**config.mk**
```make
export PLATFORM = sky130hd
export DESIGN_NAME = cpu_debug_ctrl
export DESIGN_NICKNAME = d
export VERILOG_FILES = /design/src/rtl/cpu_debug_pkg.sv /design/src/rtl/bp_comparator.sv /design/src/rtl/edge_detect.sv /design/src/rtl/cpu_debug_ctrl.sv
export SDC_FILE = /design/constraint.sdc
export NUM_CORES = 1
export LEC_CHECK = 0
export CAP_MARGIN = 10
export CORE_MARGIN = 10
export CORE_UTILIZATION = 50
export CTS_CLUSTER_DIAMETER = 200
export DETAILED_ROUTE_END_ITERATION = 12
export PLACE_DENSITY = 0.84
export RECOVER_POWER = 50
export SYNTH_ARGS = -nofsm -noshare
export SYNTH_HDL_FRONTEND = slang
export SYNTH_HIERARCHICAL = 1
export SYNTH_SLANG_ARGS = --single-unit
```
**constraint.sdc**
```tcl
create_clock -name clk -period 2.6 [get_ports clk]
set_clock_uncertainty 0.05 [all_clocks]
set_input_delay 0.39 -clock clk [delete_from_list [all_inputs] [get_ports clk]]
set_output_delay 0.39 -clock clk [all_outputs]
set_load 0.1 [all_outputs]
```
**src/rtl/cpu_debug_pkg.sv**
```systemverilog
// cpu_debug_pkg: shared definitions for the 6502 debug controller.
//   - controller state encoding
//   - register-window offsets
//   - control/status bit positions in the offset-0 register
package cpu_debug_pkg;

  typedef enum logic [2:0] {
    ST_RUN        = 3'd0,
    ST_STOP       = 3'd1,
    ST_STEP_ARMED = 3'd2,
    ST_STEP_WAIT  = 3'd3,
    ST_RESET_WAIT = 3'd4
  } dbg_state_t;

  // Register offsets relative to the window base.
  localparam logic [7:0] OFF_CTRL     = 8'd0;
  localparam logic [7:0] OFF_STEP_CNT = 8'd1;
  localparam logic [7:0] OFF_BP_HIT   = 8'd2;
  localparam logic [7:0] OFF_BP_EN    = 8'd3;
  localparam logic [7:0] OFF_BP_BASE  = 8'd4;  // bp i lo at 4+2i, hi at 5+2i

  // Offset-0 write bits.
  localparam int CTRL_ARM_BIT = 5;
  localparam int CTRL_CLR_BIT = 4;

  // Offset of breakpoint i's low address byte.
  function automatic logic [7:0] bp_lo_off(input int i);
    return 8'(int'(OFF_BP_BASE) + 2 * i);
  endfunction

endpackage

```
**src/rtl/bp_comparator.sv**
```systemverilog
// bp_comparator: one opcode-fetch breakpoint.
//   clk, rst_n   : clock, synchronous active-low reset
//   wr_lo, wr_hi : load low / high address byte from wdata
//   wdata        : monitor write data
//   en           : comparator enable (one BP_EN bit)
//   rise         : SYNC rising edge this cycle
//   cpu_addr     : CPU address bus
//   addr         : stored breakpoint address (for read-back)
//   match        : rise & en & address equal, same cycle as rise
module bp_comparator (
  input  logic        clk,
  input  logic        rst_n,
  input  logic        wr_lo,
  input  logic        wr_hi,
  input  logic [7:0]  wdata,
  input  logic        en,
  input  logic        rise,
  input  logic [15:0] cpu_addr,
  output logic [15:0] addr,
  output logic        match
);

  logic [15:0] addr_reg;

  always_ff @(posedge clk) begin
    if (!rst_n) begin
      addr_reg <= '0;
    end else begin
      if (wr_lo) addr_reg[7:0]  <= wdata;
      if (wr_hi) addr_reg[15:8] <= wdata;
    end
  end

  assign addr  = addr_reg;
  assign match = rise & en & (cpu_addr == addr_reg);

endmodule

```
**src/rtl/edge_detect.sv**
```systemverilog
// edge_detect: rising-edge detector.
//   clk, rst_n : clock, synchronous active-low reset
//   sig        : input level (already synchronous to clk)
//   rise       : combinational, high while sig=1 and its last sampled value was 0
module edge_detect (
  input  logic clk,
  input  logic rst_n,
  input  logic sig,
  output logic rise
);

  logic sig_reg;

  always_ff @(posedge clk) begin
    if (!rst_n) begin
      sig_reg <= 1'b0;
    end else begin
      sig_reg <= sig;
    end
  end

  assign rise = sig & ~sig_reg;

endmodule

```
**src/rtl/cpu_debug_ctrl.sv**
```systemverilog
// cpu_debug_ctrl: halt / run / N-step / breakpoint controller for a 6502,
// driven from a memory-mapped register window and front-panel buttons.
// Entry to STOP fires a one-cycle nmi_req into the external NMI stretcher.
//   clk, rst_n          : clock, synchronous active-low reset
//   A, write, Din       : monitor bus; writes qualified by win_hit
//   Dout                : registered read data, valid the cycle after A
//   win_hit             : combinational, A inside the register window
//   cpu_addr, sync      : CPU address bus and SYNC (opcode fetch)
//   b_runhalt, b_step, b_reset : single-cycle button pulses
//   nmi_req             : one-cycle pulse on every entry to STOP
//   stopped             : controller is in STOP
//   bp_hit              : sticky per-breakpoint hit flags
module cpu_debug_ctrl
  import cpu_debug_pkg::*;
#(
  parameter logic [7:0] BASE          = 8'hE0,
  parameter int         NUM_BP        = 2,
  parameter int         STEP_OVERHEAD = 2,
  parameter int         RESET_SYNCS   = 1
) (
  input  logic              clk,
  input  logic              rst_n,
  input  logic [7:0]        A,
  input  logic              write,
  input  logic [7:0]        Din,
  output logic [7:0]        Dout,
  output logic              win_hit,
  input  logic [15:0]       cpu_addr,
  input  logic              sync,
  input  logic              b_runhalt,
  input  logic              b_step,
  input  logic              b_reset,
  output logic              nmi_req,
  output logic              stopped,
  output logic [NUM_BP-1:0] bp_hit
);

  localparam logic [7:0] LAST_OFF = 8'(3 + 2 * NUM_BP);

  dbg_state_t        state_reg, state_next;
  logic [8:0]        cnt_reg, cnt_next;
  logic [7:0]        step_cnt_reg;
  logic [NUM_BP-1:0] bp_en_reg;
  logic [NUM_BP-1:0] bp_hit_reg, bp_hit_next, hit_set;
  logic [7:0]        dout_reg, rd_data;
  logic              nmi_reg;

  logic [7:0]        off;
  logic              wr, wr_ctrl, arm, clr_all;
  logic              rise;
  logic [NUM_BP-1:0] match;
  logic [15:0]       bp_addr [NUM_BP];
  logic [7:0]        hit8, en8;
  logic [9:0]        step_target;

  // ---------------------------------------------------------------- window
  // A below BASE wraps to a large offset, so the A >= BASE term is needed.
  assign off     = A - BASE;
  assign win_hit = (A >= BASE) && (off <= LAST_OFF);
  assign wr      = write & win_hit;
  assign wr_ctrl = wr && (off == OFF_CTRL);
  assign arm     = wr_ctrl & Din[CTRL_ARM_BIT];
  assign clr_all = wr_ctrl & Din[CTRL_CLR_BIT];

  // ------------------------------------------------------------- SYNC edge
  edge_detect u_sync_edge (
    .clk   (clk),
    .rst_n (rst_n),
    .sig   (sync),
    .rise  (rise)
  );

  // ----------------------------------------------------------- breakpoints
  for (genvar gi = 0; gi < NUM_BP; gi++) begin : g_bp
    bp_comparator u_bp (
      .clk      (clk),
      .rst_n    (rst_n),
      .wr_lo    (wr && (off == bp_lo_off(gi))),
      .wr_hi    (wr && (off == bp_lo_off(gi) + 8'd1)),
      .wdata    (Din),
      .en       (bp_en_reg[gi]),
      .rise     (rise),
      .cpu_addr (cpu_addr),
      .addr     (bp_addr[gi]),
      .match    (match[gi])
    );
  end

  // 8-bit views of the per-breakpoint registers; unused bits read 0.
  for (genvar gi = 0; gi < 8; gi++) begin : g_pad
    if (gi < NUM_BP) begin : g_used
      assign hit8[gi] = bp_hit_reg[gi];
      assign en8[gi]  = bp_en_reg[gi];
    end else begin : g_zero
      assign hit8[gi] = 1'b0;
      assign en8[gi]  = 1'b0;
    end
  end

  // ---------------------------------------------------------------- FSM
  // Sync edge on which the step run ends: the overhead edges of the monitor
  // exit, then max(step_cnt,1) user instructions. Counter starts at 0.
  assign step_target = 10'(STEP_OVERHEAD) - 10'd1 +
                       ((step_cnt_reg == 8'd0) ? 10'd1 : {2'b00, step_cnt_reg});

  always_ff @(posedge clk) begin
    if (!rst_n) begin
      state_reg <= ST_RUN;
      cnt_reg   <= '0;
      nmi_reg   <= 1'b0;
    end else begin
      state_reg <= state_next;
      cnt_reg   <= cnt_next;
      nmi_reg   <= (state_next == ST_STOP) && (state_reg != ST_STOP);
    end
  end

  always_comb begin
    state_next = state_reg;
    cnt_next   = cnt_reg;
    hit_set    = '0;
    unique case (state_reg)
      ST_RUN: begin
        if (b_runhalt | b_step) state_next = ST_STOP;
        if (|match) begin
          state_next = ST_STOP;
          hit_set    = match;
        end
      end
      ST_STOP: begin
        if (b_reset) begin
          state_next = ST_RESET_WAIT;
          cnt_next   = '0;
        end else if (b_runhalt) begin
          state_next = ST_RUN;
        end else if (b_step) begin
          state_next = ST_STEP_ARMED;
        end
      end
      ST_STEP_ARMED: begin
        if (b_reset) begin
          state_next = ST_RUN;
        end else if (arm) begin
          state_next = ST_STEP_WAIT;
          cnt_next   = '0;
        end
      end
      ST_STEP_WAIT: begin
        if (b_reset) begin
          state_next = ST_RUN;
        end else if (rise) begin
          cnt_next = cnt_reg + 9'd1;
          if ({1'b0, cnt_reg} == step_target) state_next = ST_STOP;
          // Fetches inside the monitor exit path must not trip breakpoints.
          if ((|match) && (cnt_reg >= 9'(STEP_OVERHEAD))) begin
            state_next = ST_STOP;
            hit_set    = match;
          end
        end
      end
      ST_RESET_WAIT: begin
        if (b_reset) begin
          state_next = ST_RUN;
        end else if (rise) begin
          cnt_next = cnt_reg + 9'd1;
          if (cnt_reg == 9'(RESET_SYNCS - 1)) state_next = ST_STOP;
        end
      end
      default: state_next = ST_RUN;
    endcase
  end

  // ------------------------------------------------------------ registers
  // A hit flagged this cycle survives a simultaneous clear.
  always_comb begin
    bp_hit_next = bp_hit_reg;
    if (clr_all) bp_hit_next = '0;
    if (wr && (off == OFF_BP_HIT)) bp_hit_next = bp_hit_next & ~Din[NUM_BP-1:0];
    bp_hit_next = bp_hit_next | hit_set;
  end

  always_ff @(posedge clk) begin
    if (!rst_n) begin
      step_cnt_reg <= '0;
      bp_en_reg    <= '0;
      bp_hit_reg   <= '0;
    end else begin
      if (wr && (off == OFF_STEP_CNT)) step_cnt_reg <= Din;
      if (wr && (off == OFF_BP_EN))    bp_en_reg    <= Din[NUM_BP-1:0];
      bp_hit_reg <= bp_hit_next;
    end
  end

  // ------------------------------------------------------------ read path
  always_comb begin
    rd_data = '0;
    case (off)
      OFF_CTRL:     rd_data = {stopped, state_reg == ST_STEP_WAIT, |bp_hit_reg, 5'b0};
      OFF_STEP_CNT: rd_data = step_cnt_reg;
      OFF_BP_HIT:   rd_data = hit8;
      OFF_BP_EN:    rd_data = en8;
      default: begin
        for (int i = 0; i < NUM_BP; i++) begin
          if (off == bp_lo_off(i))        rd_data = bp_addr[i][7:0];
          if (off == bp_lo_off(i) + 8'd1) rd_data = bp_addr[i][15:8];
        end
      end
    endcase
  end

  always_ff @(posedge clk) begin
    if (!rst_n) begin
      dout_reg <= '0;
    end else if (win_hit) begin
      dout_reg <= rd_data;
    end
  end

  assign Dout    = dout_reg;
  assign nmi_req = nmi_reg;
  assign stopped = (state_reg == ST_STOP);
  assign bp_hit  = bp_hit_reg;

endmodule

```
; Word level (Yosys, flattened, before mapping)
; Index checks and enable logic that the tools add are counted.
[totals]
input_bits = 39
output_inout_bits = 13
wordCells = 106
regBits = 66
[op_classes]
n_addsub = 3
bitwise_logic = 13
n_reduce_logical = 20
order_cmp = 3
muxes = 34
n_eq_ne = 21
[op_table]
columns = cell, count
row1 = two-way mux 9 bit, 5
row2 = two-way mux 3 bit, 14
row3 = two-way mux 8 bit, 5
row4 = equality test 16 bit, 2
row5 = "equality test 8 x 3 -> 1 bit, second input constant", 4
row6 = one-hot mux 8 bit (4 select lines), 1
row7 = one-hot mux 9 bit (3 select lines), 1
row8 = "equality test 8 x 2 -> 1 bit, second input constant", 2
row9 = logical NOT 8 bit, 2
row10 = one-hot mux 3 bit (5 select lines), 1
row11 = two-way mux 2 bit, 6
row12 = logical AND 1 bit, 11
row13 = "adder 1 x 8 -> 9 bit, first input constant", 1
row14 = "adder 9 x 1 -> 9 bit, second input constant", 1
row15 = equality test 9 bit, 1
row16 = ">= comparator 9 x 2 -> 1 bit, second input constant", 1
row17 = logical NOT 9 bit, 1
row18 = AND 1 bit, 8
row19 = "equality test 8 x 1 -> 1 bit, second input constant", 1
row20 = ">= comparator 8 bit, second input constant", 1
row21 = "<= comparator 8 x 3 -> 1 bit, second input constant", 1
row22 = "inequality test 2 bit, second input constant", 4
row23 = "subtractor 8 bit, second input constant", 1
row24 = "equality test 3 x 1 -> 1 bit, second input constant", 2
row25 = 14 further kinds, 17

; Depth between registers and ports, before layout
[logic_depth]
word_depth = 12
mapped_depth = 9
mapped_depth_nobuf = 9

; Hierarchy
; Netlist, hierarchy kept.
[modules_own_cells]
columns = module, cells_each, n_inst, seq_area_each_um2, area_per_inst_um2
row1 = cpu_debug_ctrl, 289, 1, 660.6, 2272.2
row2 = bp_comparator, 73, 2, 320.3, 777.0
row3 = edge_detect, 3, 1, 20.0, 40.0

; Worst setup path after synthesis
; OpenSTA, ideal clock, no wires.
[synth_timing]
path_type = input port to output port
startpoint = input port A[5]
endpoint = output port win_hit
required_time_ps = 2160
path_slack_ps = -27
path_buffers = 0
t_arrival_ps = 2187
cell_stages = 5
cell_sequence = ha_1 -> nand2b_1 -> or3_1 -> or3_1 -> inv_1
[synth_via]
elab_chain_len = 3
elab_cells_between_ends = 4
cone_classes = add/sub (1) / order compare (2) / reduce/logical (1)
[synth_rtl]
columns = item, line_no
row1 = "start, declared", cpu_debug_ctrl.sv:23  ; input logic [7:0] A,
row2 = subtractor 8 bit, cpu_debug_ctrl.sv:58  ; assign off = A - BASE;
row3 = <= comparator 8 x 3 -> 1 bit, cpu_debug_ctrl.sv:59  ; assign win_hit = (A >= BASE) && (off <= LAST_OFF);
row4 = logical AND 1 bit (*), cpu_debug_ctrl.sv:59
row5 = "end, declared", cpu_debug_ctrl.sv:27  ; output logic win_hit,
; Mark *: on every way between the ends. The rest lies on a longest branch, timed or not.

; Worst setup path in the final report
; Ends and elaborated chain as after synthesis.

==> flow_summary.json <==
{
  "status": "finished, final reports clean",
  "ctsLongestPathBuffers": 2,
  "routed_wl_um": 10600,
  "io_pins": 52,
  "seq_area_frac_synth_pct": 34.2,
  "die_area_mm2": 0.0117,
  "syn_nets": 481,
  "cp_max_fo": 2,
  "peakVddDrop_uv": 352,
  "grt_pass1_wl_um": 17400,
  "async_reset_ff_share_pct": 0,
  "cts_hold_buffers": 0,
  "core_mm2": 0.00761,
  "final-setup-viol-count": 0,
  "vias": 3497,
  "antenna_found_initial": 0,
  "synth_area_mm2": 0.00387,
  "synth_area_leaders": "dfxtp_1 (34%), mux2i_1 (9.1%), xnor2_1 (8.6%)",
  "synthTopCellsByCount": "dfxtp_1 (66), xnor2_1 (38), nor2_1 (36), nor2b_1 (36), mux2i_1 (35)",
  "yosysWarnings": 6,
  "fmax_ghz": 0.397,
  "area_growth_pct": 24.3,
  "cts.clk_slew.worst_paths_ns": 0.07,
  "worstPathRequired_ns": 2.16,
  "cts_tree": "done",
  "tightest_slew_ns": 1.25,
  "largest_register_ffs": 32,
  "yosysTopAreaCell": "dfxtp_1",
  "die_y_um": 108,
  "synth_edf_count": 0,
  "clock_latency_ns": 0.35,
  "yosysMostFrequentCell": "dfxtp_1",
  "antenna_left": 0,
  "syn_area_per_cell_um2": 8.83,
  "p_leak_uw": 0.00155,
  "reg2regPathDepth": 10,
  "critPathKind": "in2out",
  "dpl.hpwl_um": 7970,
  "timing.final.crit_period_ns": 2.52,
  "cts_buffers": 9,
  "seqCellArea_mm2": 0.00132,
  "clockRootBuffer": "clkbuf_8",
  "cp.arrival_ns": 2.08,
  "synth_top_area_share_pct": 34.2,
  "wl_per_cell_um": 17.4,
  "initial_core_util_pct": 50.8,
  "grt_max_degree": 37,
  "layout-drive-gt1-share_pct": 13.4,
  "hold_depth": 2,
  "fp-row-count": 32,
  "clock-sinks": 66,
  "firstDrtPassIters": 4,
  "fillers": 665,
  "track_usage_pct": 18.6,
  "synth_ff_type": "dfxtp_1",
  "nNetsFinal": 546,
  "slew_viol_final": 0,
  "setup_tns_ns": 0,
  "drc_errors": 0,
  "io_buffer_count": 51,
  "min_path_type": "reg2reg",
  "grt_pass1_vias": 3547,
  "synth_seq_cells": 66,
  "p_per_area_mw_per_mm2": 479,
  "cts_htree_levels": 3,
  "viasPerCell": 5.73,
  "multi_input_area_mm2": 0.00243,
  "num_antenna_cells": 0,
  "place_congestion": 0.969,
  "design_area_mm2": 0.00481,
  "relSlewSlack_pct": 16.6,
  "placed_area_mm2": 0.00460,
  "crit_path_end_kind": "output pin",
  "fp.dieW_um": 108,
  "finalHoldViolations": 0,
  "drv_cap": 0,
  "syn_inst": 438,
  "yosysUniqueCellTypes": 55,
  "rsz0062_at_grt": "no",
  "grt.overflow.total": 0,
  "period_share_pct": 96.8,
  "start_kind": "input pin",
  "drt_iter0_drc": 184
}
==> critical path, stage by stage <==
cell and delay, ns:
dlygate4sd2_1 0.25, ha_1 0.29, nand2b_4 0.14, or3_4 0.33
or3_4 0.40, clkinvlp_4 0.11, buf_12 0.17
==> power breakdown <==
group / leakage [µW] / switching, µW / internal [µW]
Clock: 0.000112 / 423 / 567
Combinational: 0.000905 / 154 / 126
Sequential: 0.000532 / 11.6 / 1020
Total: 0.00155 / 589 / 1710
==> area by class of cell <==
cell class,instances,share of cell area (%)
sequential,66,27.5
clock buffer,10,2.86
multi-input combinational,337,50.7
timing repair buffer,80,13.7
inverter,9,0.781
tap,102,2.66
clock inverter,6,1.87
==> logic make-up (layout without fill, tap and decap cells) <==
kind of cell	Yosys count	after routing	synth area share [%]
flops	66	66	34.2
mux	45	45	14.3
fa+ha+maj	4	4	1.29
compound gates	58	58	9.90
xor+xnor	48	48	10.9
buf+inv	35	105	3.72
simple gates	182	182	25.7
==> worst paths after layout <==
check | startpoint | end | slack [ns]
worst min-delay path | Dout[4] | Dout[4] | 0.45
worst min register to register | Dout[4] | Dout[4] | 0.45
worst max-delay path | A[5] | win_hit | 0.08
worst max register to register | g_bp[1].u_bp/addr[15] | nmi_req | 0.35
==> placed cells by master, fill, tap and decap left out, drive strengths merged, types with 7 or more instances in the layout <==
cell / n
dfxtp: 66
xnor2: 38
nor2: 37
nor2b: 37
clkdlybuf4s50: 35
mux2i: 35
nand2: 31
clkbuf: 31
a21oi: 26
nand3: 22
buf: 21
nand4: 12
xor2: 10
nor4: 9
mux4: 8
nor3: 8
inv: 7
o21ai: 7
==> stage by stage <==
step / instances / hold slack, ns / worst slack [ns] / power, µW / utilization [%]
after global placement: 591 / 0.423 / -0.269 / 1320 / 60.4
after global routing: 610 / 0.476 / 0.00781 / 2380 / 63.2
after detailed placement: 591 / 0.442 / -0.308 / 1330 / 60.4
after floorplan: 438 / 0.430 / 0.185 / 1190 / -
final: 610 / 0.447 / 0.0833 / 2300 / 63.2
after CTS: 609 / 0.455 / 0.0184 / 2320 / 63.8
==> layer usage <==
metal  track usage (%)  part of all wire (%)
met3              5.65                   5.4
met4              6.58                   2.6
met1              20.8                    40
met2              32.7                    52
met5                 0                     0
==> timing repair <==
item | 4_1_cts | 5_1_grt
setup endpoints to repair | 1 | 5
gates resized for setup | 5 | 4
pin swaps | 3 | 3
setup buffers | 2 | 1
Note: power is estimated with default switching activity, not from simulation.
